$ cat config.mk
export PLATFORM = sky130hd
export DESIGN_NAME = seq_control_unit
export DESIGN_NICKNAME = d
export VERILOG_FILES = /design/src/rtl/ctrl_pkg.sv /design/src/rtl/ctrl_decoder.sv /design/src/rtl/seq_control_unit.sv
export SDC_FILE = /design/constraint.sdc
export NUM_CORES = 1
export LEC_CHECK = 0
export BUFFER_PORTS_ARGS = -buffer_cell sky130_fd_sc_hd__buf_4
export CORE_AREA = 8 8 45 47
export DETAILED_ROUTE_END_ITERATION = 8
export DIE_AREA = 0 0 53 55
export PLACE_DENSITY_LB_ADDON = 0.08
export SETUP_SLACK_MARGIN = 0.1
export SLEW_MARGIN = 20
export SYNTH_ARGS = -nofsm -noshare
export SYNTH_HDL_FRONTEND = slang
export SYNTH_SLANG_ARGS = --single-unit
$ cat constraint.sdc
create_clock -name clk -period 1 [get_ports clk]
set_input_delay 0.1 -clock clk [delete_from_list [all_inputs] [get_ports clk]]
set_output_delay 0.1 -clock clk [all_outputs]
set_load 0.005 [all_outputs]
$ cat src/rtl/ctrl_pkg.sv
// Shared types and constants for the sequencing control unit: FSM state
// encoding, opcode map and the opcode-width legality check.
package ctrl_pkg;

    typedef enum logic [2:0] {
        ST_FETCH  = 3'd0,
        ST_DECODE = 3'd1,
        ST_EXEC   = 3'd2,
        ST_WB     = 3'd3,
        ST_HALT   = 3'd4
    } ctrl_state_t;

    localparam logic [3:0] OP_ALU = 4'd0;
    localparam logic [3:0] OP_CMP = 4'd1;
    localparam logic [3:0] OP_LD  = 4'd2;
    localparam logic [3:0] OP_ST  = 4'd3;
    localparam logic [3:0] OP_IN  = 4'd4;
    localparam logic [3:0] OP_OUT = 4'd5;
    localparam logic [3:0] OP_J   = 4'd6;
    localparam logic [3:0] OP_JC  = 4'd7;

    function automatic bit opcode_w_legal(input int w);
        return (w == 3) || (w == 4);
    endfunction

endpackage

$ cat src/rtl/ctrl_decoder.sv
// Combinational opcode classifier: registered opcode -> one-hot class bits.
// Codes 8..15 (reachable only with a 4-bit opcode) classify as illegal.
module ctrl_decoder
    import ctrl_pkg::*;
#(
    parameter int OPCODE_W = 3
) (
    input  logic [OPCODE_W-1:0] i_opcode,
    output logic                o_is_alu,
    output logic                o_is_mem_rd,
    output logic                o_is_mem_wr,
    output logic                o_is_io_in,
    output logic                o_is_io_out,
    output logic                o_is_jmp,
    output logic                o_is_jc,
    output logic                o_is_cmp,
    output logic                o_is_illegal
);

    logic [3:0] w_op4;

    if (OPCODE_W == 4) begin : g_w4
        assign w_op4 = i_opcode;
    end else begin : g_w3
        assign w_op4 = {1'b0, i_opcode};
    end

    always_comb begin
        o_is_alu     = 1'b0;
        o_is_mem_rd  = 1'b0;
        o_is_mem_wr  = 1'b0;
        o_is_io_in   = 1'b0;
        o_is_io_out  = 1'b0;
        o_is_jmp     = 1'b0;
        o_is_jc      = 1'b0;
        o_is_cmp     = 1'b0;
        o_is_illegal = 1'b0;
        case (w_op4)
            OP_ALU:  o_is_alu    = 1'b1;
            OP_CMP:  o_is_cmp    = 1'b1;
            OP_LD:   o_is_mem_rd = 1'b1;
            OP_ST:   o_is_mem_wr = 1'b1;
            OP_IN:   o_is_io_in  = 1'b1;
            OP_OUT:  o_is_io_out = 1'b1;
            OP_J:    o_is_jmp    = 1'b1;
            OP_JC:   o_is_jc     = 1'b1;
            default: o_is_illegal = 1'b1;
        endcase
    end

endmodule

$ cat src/rtl/seq_control_unit.sv
// Multi-cycle FETCH/DECODE/EXEC/WB sequencer driving the datapath strobes.
// Build option CTRL_ILLEGAL_TRAP_EN: unassigned opcodes halt instead of NOP.
module seq_control_unit
    import ctrl_pkg::*;
#(
    parameter int OPCODE_W = 3
) (
    input  logic                clk,
    input  logic                rst,
    input  logic                instr_valid,
    input  logic [OPCODE_W-1:0] opcode,
    output logic                instr_ack,
    input  logic                flag_neq,
    input  logic                mem_ready,
    input  logic                io_ready,
    output logic                J,
    output logic                JC,
    output logic                INA,
    output logic                RM,
    output logic                WM,
    output logic                SIN,
    output logic                SOUT,
    output logic                WR,
    output logic                NEQ,
    output logic                pc_inc,
    output logic                busy,
    output logic                halted
);

    if (!opcode_w_legal(OPCODE_W)) begin : g_bad_opcode_w
        $error("seq_control_unit: OPCODE_W must be 3 or 4");
    end

    ctrl_state_t         r_state;
    ctrl_state_t         w_next;
    logic [OPCODE_W-1:0] r_opcode;
    logic w_is_alu, w_is_mem_rd, w_is_mem_wr, w_is_io_in, w_is_io_out;
    logic w_is_jmp, w_is_jc, w_is_cmp, w_is_illegal;

    ctrl_decoder #(.OPCODE_W(OPCODE_W)) u_dec (
        .i_opcode     (r_opcode),
        .o_is_alu     (w_is_alu),
        .o_is_mem_rd  (w_is_mem_rd),
        .o_is_mem_wr  (w_is_mem_wr),
        .o_is_io_in   (w_is_io_in),
        .o_is_io_out  (w_is_io_out),
        .o_is_jmp     (w_is_jmp),
        .o_is_jc      (w_is_jc),
        .o_is_cmp     (w_is_cmp),
        .o_is_illegal (w_is_illegal)
    );

    always_ff @(posedge clk) begin
        if (rst) begin
            r_state  <= ST_FETCH;
            r_opcode <= '0;
        end else begin
            r_state <= w_next;
            if (r_state == ST_FETCH && instr_valid)
                r_opcode <= opcode;
        end
    end

    always_comb begin
        w_next    = r_state;
        instr_ack = 1'b0;
        J         = 1'b0;
        JC        = 1'b0;
        INA       = 1'b0;
        RM        = 1'b0;
        WM        = 1'b0;
        SIN       = 1'b0;
        SOUT      = 1'b0;
        WR        = 1'b0;
        NEQ       = 1'b0;
        pc_inc    = 1'b0;
        busy      = 1'b0;
        halted    = 1'b0;
        case (r_state)
            ST_FETCH: begin
                instr_ack = 1'b1;
                if (instr_valid) w_next = ST_DECODE;
            end
            ST_DECODE: begin
                busy   = 1'b1;
                w_next = ST_EXEC;
            end
            ST_EXEC: begin
                busy   = 1'b1;
                w_next = ST_FETCH;
                // Memory/I-O classes hold their strobe in EXEC until the matching ready.
                if (w_is_alu) begin
                    INA    = 1'b1;
                    w_next = ST_WB;
                end else if (w_is_cmp) begin
                    NEQ    = 1'b1;
                    pc_inc = 1'b1;
                end else if (w_is_jmp) begin
                    J = 1'b1;
                end else if (w_is_jc) begin
                    JC     = flag_neq;
                    pc_inc = !flag_neq;
                end else if (w_is_mem_rd) begin
                    RM     = 1'b1;
                    w_next = mem_ready ? ST_WB : ST_EXEC;
                end else if (w_is_io_in) begin
                    SIN    = 1'b1;
                    w_next = io_ready ? ST_WB : ST_EXEC;
                end else if (w_is_mem_wr) begin
                    WM     = 1'b1;
                    pc_inc = mem_ready;
                    w_next = mem_ready ? ST_FETCH : ST_EXEC;
                end else if (w_is_io_out) begin
                    SOUT   = 1'b1;
                    pc_inc = io_ready;
                    w_next = io_ready ? ST_FETCH : ST_EXEC;
                end else if (w_is_illegal) begin
`ifdef CTRL_ILLEGAL_TRAP_EN
                    w_next = ST_HALT;
`else
                    pc_inc = 1'b1;
`endif
                end
            end
            ST_WB: begin
                busy   = 1'b1;
                WR     = 1'b1;
                pc_inc = 1'b1;
                w_next = ST_FETCH;
            end
            ST_HALT: begin
`ifdef CTRL_ILLEGAL_TRAP_EN
                halted = 1'b1;
`else
                w_next = ST_FETCH;
`endif
            end
            default: w_next = ST_FETCH;
        endcase
    end

endmodule
==> summary.txt, run 1 <==
Syn_area_per_cell = 8.15 um^2
Hold crit path type = primary input to register
Seq cells post-synth = 5
Number of buffers created by CTS = 3
Peak VDD IR = 451 uV
Arr. time, crit path = 1.22 ns
Critical-path maximum fanout = 2
Crit. End Element = output port
CTS tree = built
IO buf count = 20
WL per Instance = 12.4 um
DR DRC count = 0
Fin. Hold Viols = 0
DIE HEIGHT = 55 um
Detailed Place HPWL = 900 um
H-tree depth = 1
Vias in the first global route = 517
Share of cells above drive strength 1 = 75.6%
Placed insts = 90
Clock transition at the registers of the reported paths = 0.05 ns
Cell Area, Placed = 602 um^2
Async SR Flop Fraction = 0%
DR vias/cell = 4.56
Clock sinks = 5
Skew-Pair Late Insertion Delay = 0.24 ns
Leakage = 0.366 nW
Final setup vio count = 17
IO Count = 22
Initial antenna violation count = 0
Wirelength, routed = 1260 um
Final ANT Viol Nets = 0
CORE AREA = 0.00138 mm^2
Max Buffers Root-to-Sink = 2
Die X = 53 um
Area of all placed cells without fillers = 803 um^2
Final Cycle Share = 132%
Post-synthesis sequential area ratio = 25.1%
Maxcap violations = 0
RePlAce Congestion = 0.743
Initial Util = 28.8%
Final Skew = 0.00538 ns
Die area = 0.00292 mm^2
Tot GR Track Use = 9.96%
Status = finished, violations left
GR Overflow Total = 0
CP Data Required Time = 0.90 ns
Initial drt markers = 6
Power per Cell Area = 1190 mW/mm^2
Area grow syn2layout = 101%
Primary FF master, synth = dfxtp_1
Synth warn = 0
Non-filler cells, final = 102
Post-synthesis net count = 58
Netlist cell types = 25
Diodes inserted = 0
Number of synthesized flops with an enable pin = 0
Num rows = 14
Max Slew Vio Count = 0
Worst setup SP type = register
Fin nets = 96
Tmin final = 1.32 ns
TritonRoute pass-1 iters = 4
CP Class = register to output port
Multi-input logic area = 313 um^2
Pre-CTS WS = -0.137 ns
Fill cells = 127
Post-Syn Instances = 49
Failing checks = setup timing
PnR worst setup slack = -0.317 ns
Area of the mapped netlist = 399 um^2
First-pass GRT wire length = 2140 um
RSZ-0062 raised after global routing = yes
Reg area = 114 um^2
Final core occ = 58.0%
Root buf cell = clkbuf_4
Largest net degree at the start of global routing = 9
Max Freq = 759 MHz
Vias = 465
layer usage:
layer	vias up	global-route usage, %	share of wire (%)
met1	216	10.7	46
met4	0	7.76	0
met2	11	16.2	49
met5	-	0	0
met3	0	2.94	4.9
li1	238	-	-
through the flow:
stage / hold WS, ns / setup TNS [ns] / power, mW
global placement: 0.314 / -0.864 / 0.556
CTS: 0.0527 / -3.59 / 0.913
global route: 0.0413 / -4.63 / 1.02
detailed placement: 0.318 / -0.742 / 0.555
floorplan: 0.168 / -0.159 / 0.436
finish: 0.0490 / -3.59 / 0.952
placed cells by master, fill, tap and decap left out, types with 2 or more instances in the layout:
cell type / n
buf_4: 26
buf_6: 11
nor2_2: 5
nor2_1: 5
mux2i_1: 3
clkbuf_4: 3
dfxtp_4: 3
or2_4: 2
inv_2: 2
nand2b_4: 2
nand3b_1: 2
nor3_2: 2
nand2_1: 2
nand2b_1: 2
dfxtp_2: 2
kinds of logic after synthesis:
group	share of synthesized area [%]
AND/OR/NAND/NOR	38.9
buffers and inverters	11.6
AO/OA/AOI/OAI	13.8
flip-flops	25.1
multiplexers	7.52
XOR/XNOR	2.19
other	0.940
registers in the layout, indices dropped and copies added (netlist names):
name / flops
r_opcode: 3
r_state: 2
final timing paths:
kind | start | to | slack, ns | depth (start not counted)
hold / removal | rst | r_state[0] | 0.05 | 2
hold reg to reg | r_opcode[0] | r_opcode[0] | 0.55 | 2
setup reg to reg | r_state[1] | r_opcode[0] | -0.24 | 5
setup / recovery | r_opcode[1] | pc_inc | -0.32 | 4
area by class of cell:
| type | count | share of cell area (%) |
|---|---|---|
| timing repair buffer | 37 | 39.7 |
| clock buffer | 4 | 3.27 |
| inverter | 3 | 1.40 |
| sequential | 5 | 14.2 |
| tap | 16 | 2.49 |
| multi-input combinational | 37 | 38.9 |
critical path, stage by stage (launching register included):
cell,delay [ns]
dfxtp_2,0.31
nand2b_4,0.14
or2_4,0.23
a41o_1,0.19
buf_6,0.11
cell usage after synthesis, drive strengths merged (2+ instances only):
cell | count | area share (%)
and2 | 2 | 3.1
buf | 4 | 8.8
dfxtp | 5 | 25
inv | 3 | 2.8
mux2i | 3 | 7.5
nand2 | 2 | 1.9
nand2b | 4 | 8.2
nand3b | 2 | 3.8
nor2 | 10 | 9.4
nor3 | 2 | 2.5
or2 | 2 | 3.8
where the power goes:
part | leakage (nW) | internal, mW | total [mW] | switching [mW]
clock | 0.0150 | 0.151 | 0.234 | 0.0835
combinational | 0.307 | 0.287 | 0.456 | 0.170
sequential | 0.0440 | 0.229 | 0.262 | 0.0328
repair_timing:
action	in CTS	in global routing
resized for setup	25	12
hold buffers	0	0
endpoints found under the setup margin	17	17
setup buffers	6	2
endpoints found under the hold margin	0	0
pin swaps	9	4
(Power assumes the default switching activity.)
==> run 2, diff against run 1 <==
- ABC_AREA: unset -> 1
==> summary.txt, run 2 <==
Number of buffers created by CTS = 3 (unchanged)
Synth warn = 0 (unchanged)
Area of the mapped netlist = 390 um^2 (-2.2%)
PnR worst setup slack = -0.239 ns (+0.0787 ns)
Power per Cell Area = 1130 mW/mm^2 (-4.5%)
Max Slew Vio Count = 0 (unchanged)
Final TNS setup = -2.53 ns (+1.06 ns)
Area grow syn2layout = 143%
Synth top cells by count = nand2_1, nor2_1, inv_1, dfxtp_1, nand3_1
Netlist cell types = 20 (-20%)
Initial drt markers = 2 (-4)
IO Count = 22 (unchanged)
Final ANT Viol Nets = 0 (unchanged)
CTS tree = built
Fin nets = 115 (+20%)
Diodes inserted = 0 (unchanged)
DR DRC count = 0 (unchanged)
Final Skew = 0.00161 ns (-0.00377 ns)
Arr. time, crit path = 1.14 ns (-0.08 ns)
Crit. End Element = output port
Hold crit path type = primary input to register
TritonRoute pass-1 iters = 2 (-2)
Primary FF master, synth = dfxtp_1
Status = finished, violations left
Post-synthesis sequential area ratio = 25.6% (+0.56 points)
Synth Area in Simple Gates = 35.3% (-3.6 points)
Commonest non-fill, non-tap cell in the layout = buf_4
DIE HEIGHT = 55 um (unchanged)
Syn_area_per_cell = 6.40 um^2 (-21%)
Largest Register = r_opcode
Mux cell area share after synthesis = 0% (-7.5 points)
Num rows = 14 (unchanged)
Max Freq = 807 MHz (+6.4%)
Async SR Flop Fraction = 0% (unchanged)
Area of all placed cells without fillers = 948 um^2 (+18%)
Post-Synth Adder-Cell Area = 0% (unchanged)
Xor/xnor cell area share of the yosys netlist = 0% (-2.2 points)
Skew-Pair Late Insertion Delay = 0.24 ns (about the same)
CP Data Required Time = 0.90 ns (about the same)
Leakage = 0.443 nW (+21%)
Failing checks = setup timing
Share of cells above drive strength 1 = 77.1% (+1.6 points)
Main combinational cell family by area after synthesis = simple AND/OR/NAND/NOR gates
DR vias/cell = 4.69 (+2.8%)
Top Registers = r_opcode x3, r_state x2
Initial antenna violation count = 0 (unchanged)
CP Class = register to output port
Synth Area in Compound Gates = 18.9% (+5.1 points)
Fin. Hold Viols = 0 (unchanged)
Seq cells post-synth = 5 (unchanged)
GR Overflow Total = 0 (unchanged)
Initial Util = 28.2% (-0.63 points)
Vias = 567 (+22%)
Tmin final = 1.24 ns (-0.0787 ns)
Placed insts = 109 (+21%)
Clock sinks = 5 (unchanged)
Vias in the first global route = 557 (+7.7%)
RSZ-0062 raised after global routing = yes
Area share of the largest cell type after synthesis = 25.6% (+0.56 points)
Most frequent cells in the layout = buf_4, buf_6, a21oi_1
Detailed Place HPWL = 1060 um (+18%)
Largest register FFs = 3 (unchanged)
Max Buffers Root-to-Sink = 2 (unchanged)
Wirelength, routed = 1620 um (+28%)
H-tree depth = 1 (unchanged)
Critical-path maximum fanout = 4 (+2)
Tot GR Track Use = 10.4% (+0.47 points)
RePlAce Congestion = 0.745 (+0.34%)
Root buf cell = clkbuf_4
Final setup vio count = 17 (unchanged)
Top area cells in the synthesized netlist = dfxtp_1, buf_6, nand2_1, nor2_1, nand3_1
Number of synthesized flops with an enable pin = 0 (unchanged)
Post-synthesis net count = 70 (+21%)
IO buf count = 20 (unchanged)
Clock transition at the registers of the reported paths = 0.04 ns (about the same)
CORE AREA = 0.00138 mm^2 (unchanged)
Pre-CTS WS = -0.111 ns (+0.0253 ns)
Peak VDD IR = 668 uV (+48%)
Non-filler cells, final = 121 (+19%)
WL per Instance = 13.4 um (+7.9%)
Die X = 53 um (unchanged)
Cell Area, Placed = 639 um^2 (+6.2%)
First-pass GRT wire length = 2350 um (+10%)
Leading area contributor after synthesis = dfxtp_1
Worst setup SP type = register
Final Cycle Share = 124% (-7.9 points)
Maxcap violations = 0 (unchanged)
Largest net degree at the start of global routing = 7 (-2)
Post-Syn Instances = 61 (+24%)
Die area = 0.00292 mm^2 (unchanged)
==> run 2: final cells by class <==
type	count	area [um^2]
clock buffers	4	26.3
well taps	16	20.0
flip-flops and latches	5	114
inverters	9	41.3
multi-input cells	43	345
fillers	129	435
repair buffers	44	402
==> run 2: cell families after synthesis <==
family | Yosys count
buffers and inverters | 13
AO/OA/AOI/OAI | 13
AND/OR/NAND/NOR | 29
other | 1
flip-flops | 5
==> run 2: metrics by stage <==
| stage | hold WS, ns | util (%) | power [mW] |
|---|---|---|---|
| final | 0.128 | 68.5 | 1.07 |
| after floorplan | 0.281 | - | 0.406 |
| after global placement | 0.390 | 46.2 | 0.568 |
| after detailed placement | 0.394 | 46.2 | 0.569 |
| after global routing | 0.126 | 68.5 | 1.14 |
| after CTS | 0.117 | 60.7 | 0.957 |
==> run 2: path summary, 6_finish.rpt <==
| kind | depth (start not counted) | to | slack (ns) | start |
|---|---|---|---|---|
| min | 3 | r_opcode[2] | 0.13 | opcode[2] |
| min reg2reg | 3 | r_opcode[1] | 0.63 | r_opcode[1] |
| max reg2reg | 7 | r_opcode[0] | -0.11 | r_state[1] |
| max | 3 | WM | -0.24 | r_opcode[2] |
==> run 2: repair_timing <==
item,in CTS,in global routing
setup endpoints to repair,17,17
pin swaps,12,14
setup buffers,6,5
resized for setup,42,24
hold buffers,0,0
==> run 2: power by group <==
part	total (mW)	leakage, nW	switching, mW	internal (mW)
clock	0.233	0.0150	0.0818	0.151
combinational	0.578	0.384	0.258	0.320
sequential	0.263	0.0440	0.0368	0.227
==> run 2: critical path, stage by stage (launching register included) <==
cell	delay (ns)
dfxtp_4	0.35
buf_6	0.13
nor4_4	0.26
buf_4	0.15
==> run 2: layer usage <==
metal	wire length (um)	track usage (%)	up-vias	share of wire, %
met5	0	0	-	0
met4	0	2.59	0	0
met3	97	2.94	0	6.0
met2	867	19.9	16	54
met1	653	10.9	255	40
li1	-	-	296	-
==> run 3, diff against run 2 <==
- ABC_AREA: 1 -> unset
- PLACE_DENSITY_LB_ADDON: 0.08 -> unset
==> summary.txt, run 3 (synthesis results as in run 1) <==
Status = finished, violations left
Failing checks = setup timing
Cell Int Power = 0.637 mW (-8.6%)
Clock sinks = 5 (unchanged)
Area of all placed cells without fillers = 785 um^2 (-17%)
Largest net degree at the start of global routing = 9 (+2)
NetSw = 0.273 mW (-27%)
DIE HEIGHT = 55 um (unchanged)
Final ANT Viol Nets = 0 (unchanged)
Final setup vio count = 16 (-1)
Max Slew Vio Count = 0 (unchanged)
Reg power frac = 28.8% (+4.3 points)
IO buf count = 20 (unchanged)
Hold Path Stages = 2 (-1)
Hold crit path type = primary input to register
Initial Util = 28.8% (+0.63 points)
Clock network power share = 25.2% (+3.5 points)
Number of buffers created by CTS = 3 (unchanged)
Leakage = 0.352 nW (-21%)
Num rows = 14 (unchanged)
Clock transition at the registers of the reported paths = 0.04 ns (about the same)
RePlAce Congestion = 0.708 (-5.0%)
Final Cycle Share = 132% (+7.8 points)
Reg-to-reg startpoint = r_opcode[2]
DR DRC count = 0 (unchanged)
Die X = 53 um (unchanged)
Max Used Layer = met4
CP Data Required Time = 0.90 ns (about the same)
Post-Route M1 WL = 524 um (-20%)
Skew-Pair Late Insertion Delay = 0.24 ns (about the same)
Fin. Hold Viols = 0 (unchanged)
Crit path launch = r_opcode[1]
Diodes inserted = 0 (unchanged)
CP Class = register to output port
Vias in the first global route = 471 (-15%)
Largest register FFs = 3 (unchanged)
Final Skew = 0.00242 ns (+0.000813 ns)
CTS tree = built
Worst setup SP type = register
Crit. End Element = output port
TritonRoute pass-1 iters = 2 (unchanged)
Non-filler cells, final = 100 (-17%)
Max Freq = 759 MHz (-5.9%)
Met3 WL post-DR = 80 um (-18%)
Power per Cell Area = 1160 mW/mm^2 (+2.5%)
Tot GR Track Use = 9.01% (-1.4 points)
Initial antenna violation count = 0 (unchanged)
Critical-path maximum fanout = 2 (-2)
Met2 routed WL = 601 um (-31%)
Sw Share = 30.0% (-5.0 points)
Reg2Reg Depth = 5 (-2)
Vias = 467 (-18%)
Area grow syn2layout = 96.6%
Arr. time, crit path = 1.22 ns (+0.08 ns)
IO Count = 22 (unchanged)
Top Registers = r_opcode x3, r_state x2
Hold Crit Start = rst
Most frequent cells in the layout = buf_4, buf_6, nor2_1
GR Overflow Total = 0 (unchanged)
Initial drt markers = 4 (+2)
Max Buffers Root-to-Sink = 2 (unchanged)
Wirelength, routed = 1240 um (-23%)
Cell Area, Placed = 602 um^2 (-5.9%)
Hold buffers post-CTS = 0 (unchanged)
Root buf cell = clkbuf_4
Tmin final = 1.32 ns (+0.0783 ns)
First-pass GRT wire length = 2000 um (-15%)
Commonest non-fill, non-tap cell in the layout = buf_4
PnR worst setup slack = -0.317 ns (-0.0783 ns)
Die area = 0.00292 mm^2 (unchanged)
Share of cells above drive strength 1 = 70.2% (-6.9 points)
Fin nets = 94 (-18%)
CORE AREA = 0.00138 mm^2 (unchanged)
Comb pwr share = 46.0% (-7.8 points)
RSZ-0062 raised after global routing = yes
DR vias/cell = 4.67 (-0.34%)
Maxcap violations = 0 (unchanged)
Placed insts = 90 (-17%)
Peak VDD IR = 409 uV (-39%)
H-tree depth = 1 (unchanged)
Detailed Place HPWL = 876 um (-18%)
WL per Instance = 12.4 um (-7.1%)
Largest Register = r_opcode
## run 3: what timing repair did
action	in CTS	in global routing
hold endpoints to repair	0	0
resized for setup	23	12
endpoints found under the setup margin	17	17
pin swaps	8	7
setup buffers	4	2
## run 3: layout make-up
type | count | area [um^2]
clock buffers | 4 | 26.3
fillers | 117 | 599
inverters | 3 | 11.3
multi-input cells | 37 | 310
flip-flops and latches | 5 | 113
well taps | 16 | 20.0
repair buffers | 35 | 304
## run 3: per-stage QoR
stage / worst slack (ns) / hold WS (ns) / setup TNS [ns] / total power, mW / utilization, %
3_5_place_dp: -0.263 / 0.306 / -1.52 / 0.551 / 43.5
6_report: -0.317 / 0.0519 / -3.09 / 0.911 / 56.7
2_1_floorplan: -0.0789 / 0.168 / -0.159 / 0.436 / -
4_1_cts: -0.387 / 0.0434 / -3.11 / 0.889 / 52.7
5_1_grt: -0.369 / 0.0412 / -4.24 / 0.977 / 56.7
3_3_place_gp: -0.201 / 0.308 / -1.29 / 0.549 / 43.5
## run 3: power groups by stage
stage / clock (mW) / combinational [mW] / sequential, mW
floorplan: 0 / 0.193 / 0.243
global placement: 0 / 0.281 / 0.268
detailed placement: 0 / 0.282 / 0.270
CTS: 0.240 / 0.388 / 0.261
global route: 0.255 / 0.452 / 0.269
finish: 0.230 / 0.419 / 0.262
## run 3: worst max-delay path, stage by stage, from the launching register on
cell      delay, ns
dfxtp_2        0.31
nand2b_4       0.13
or2_4          0.23
a41o_1         0.19
buf_6          0.11
## run 3: path summary, 6_finish.rpt
path / end / slack, ns
worst max register to register: r_state[1] / -0.14
worst min-delay path: r_state[1] / 0.05
worst max-delay path: pc_inc / -0.32
worst min register to register: r_state[0] / 0.56
## run 3: layer usage
metal	global-route usage, %	up-vias
met4	6.47	0
met5	0	-
met2	14.3	17
met3	2.67	4
met1	10.2	213
li1	-	233
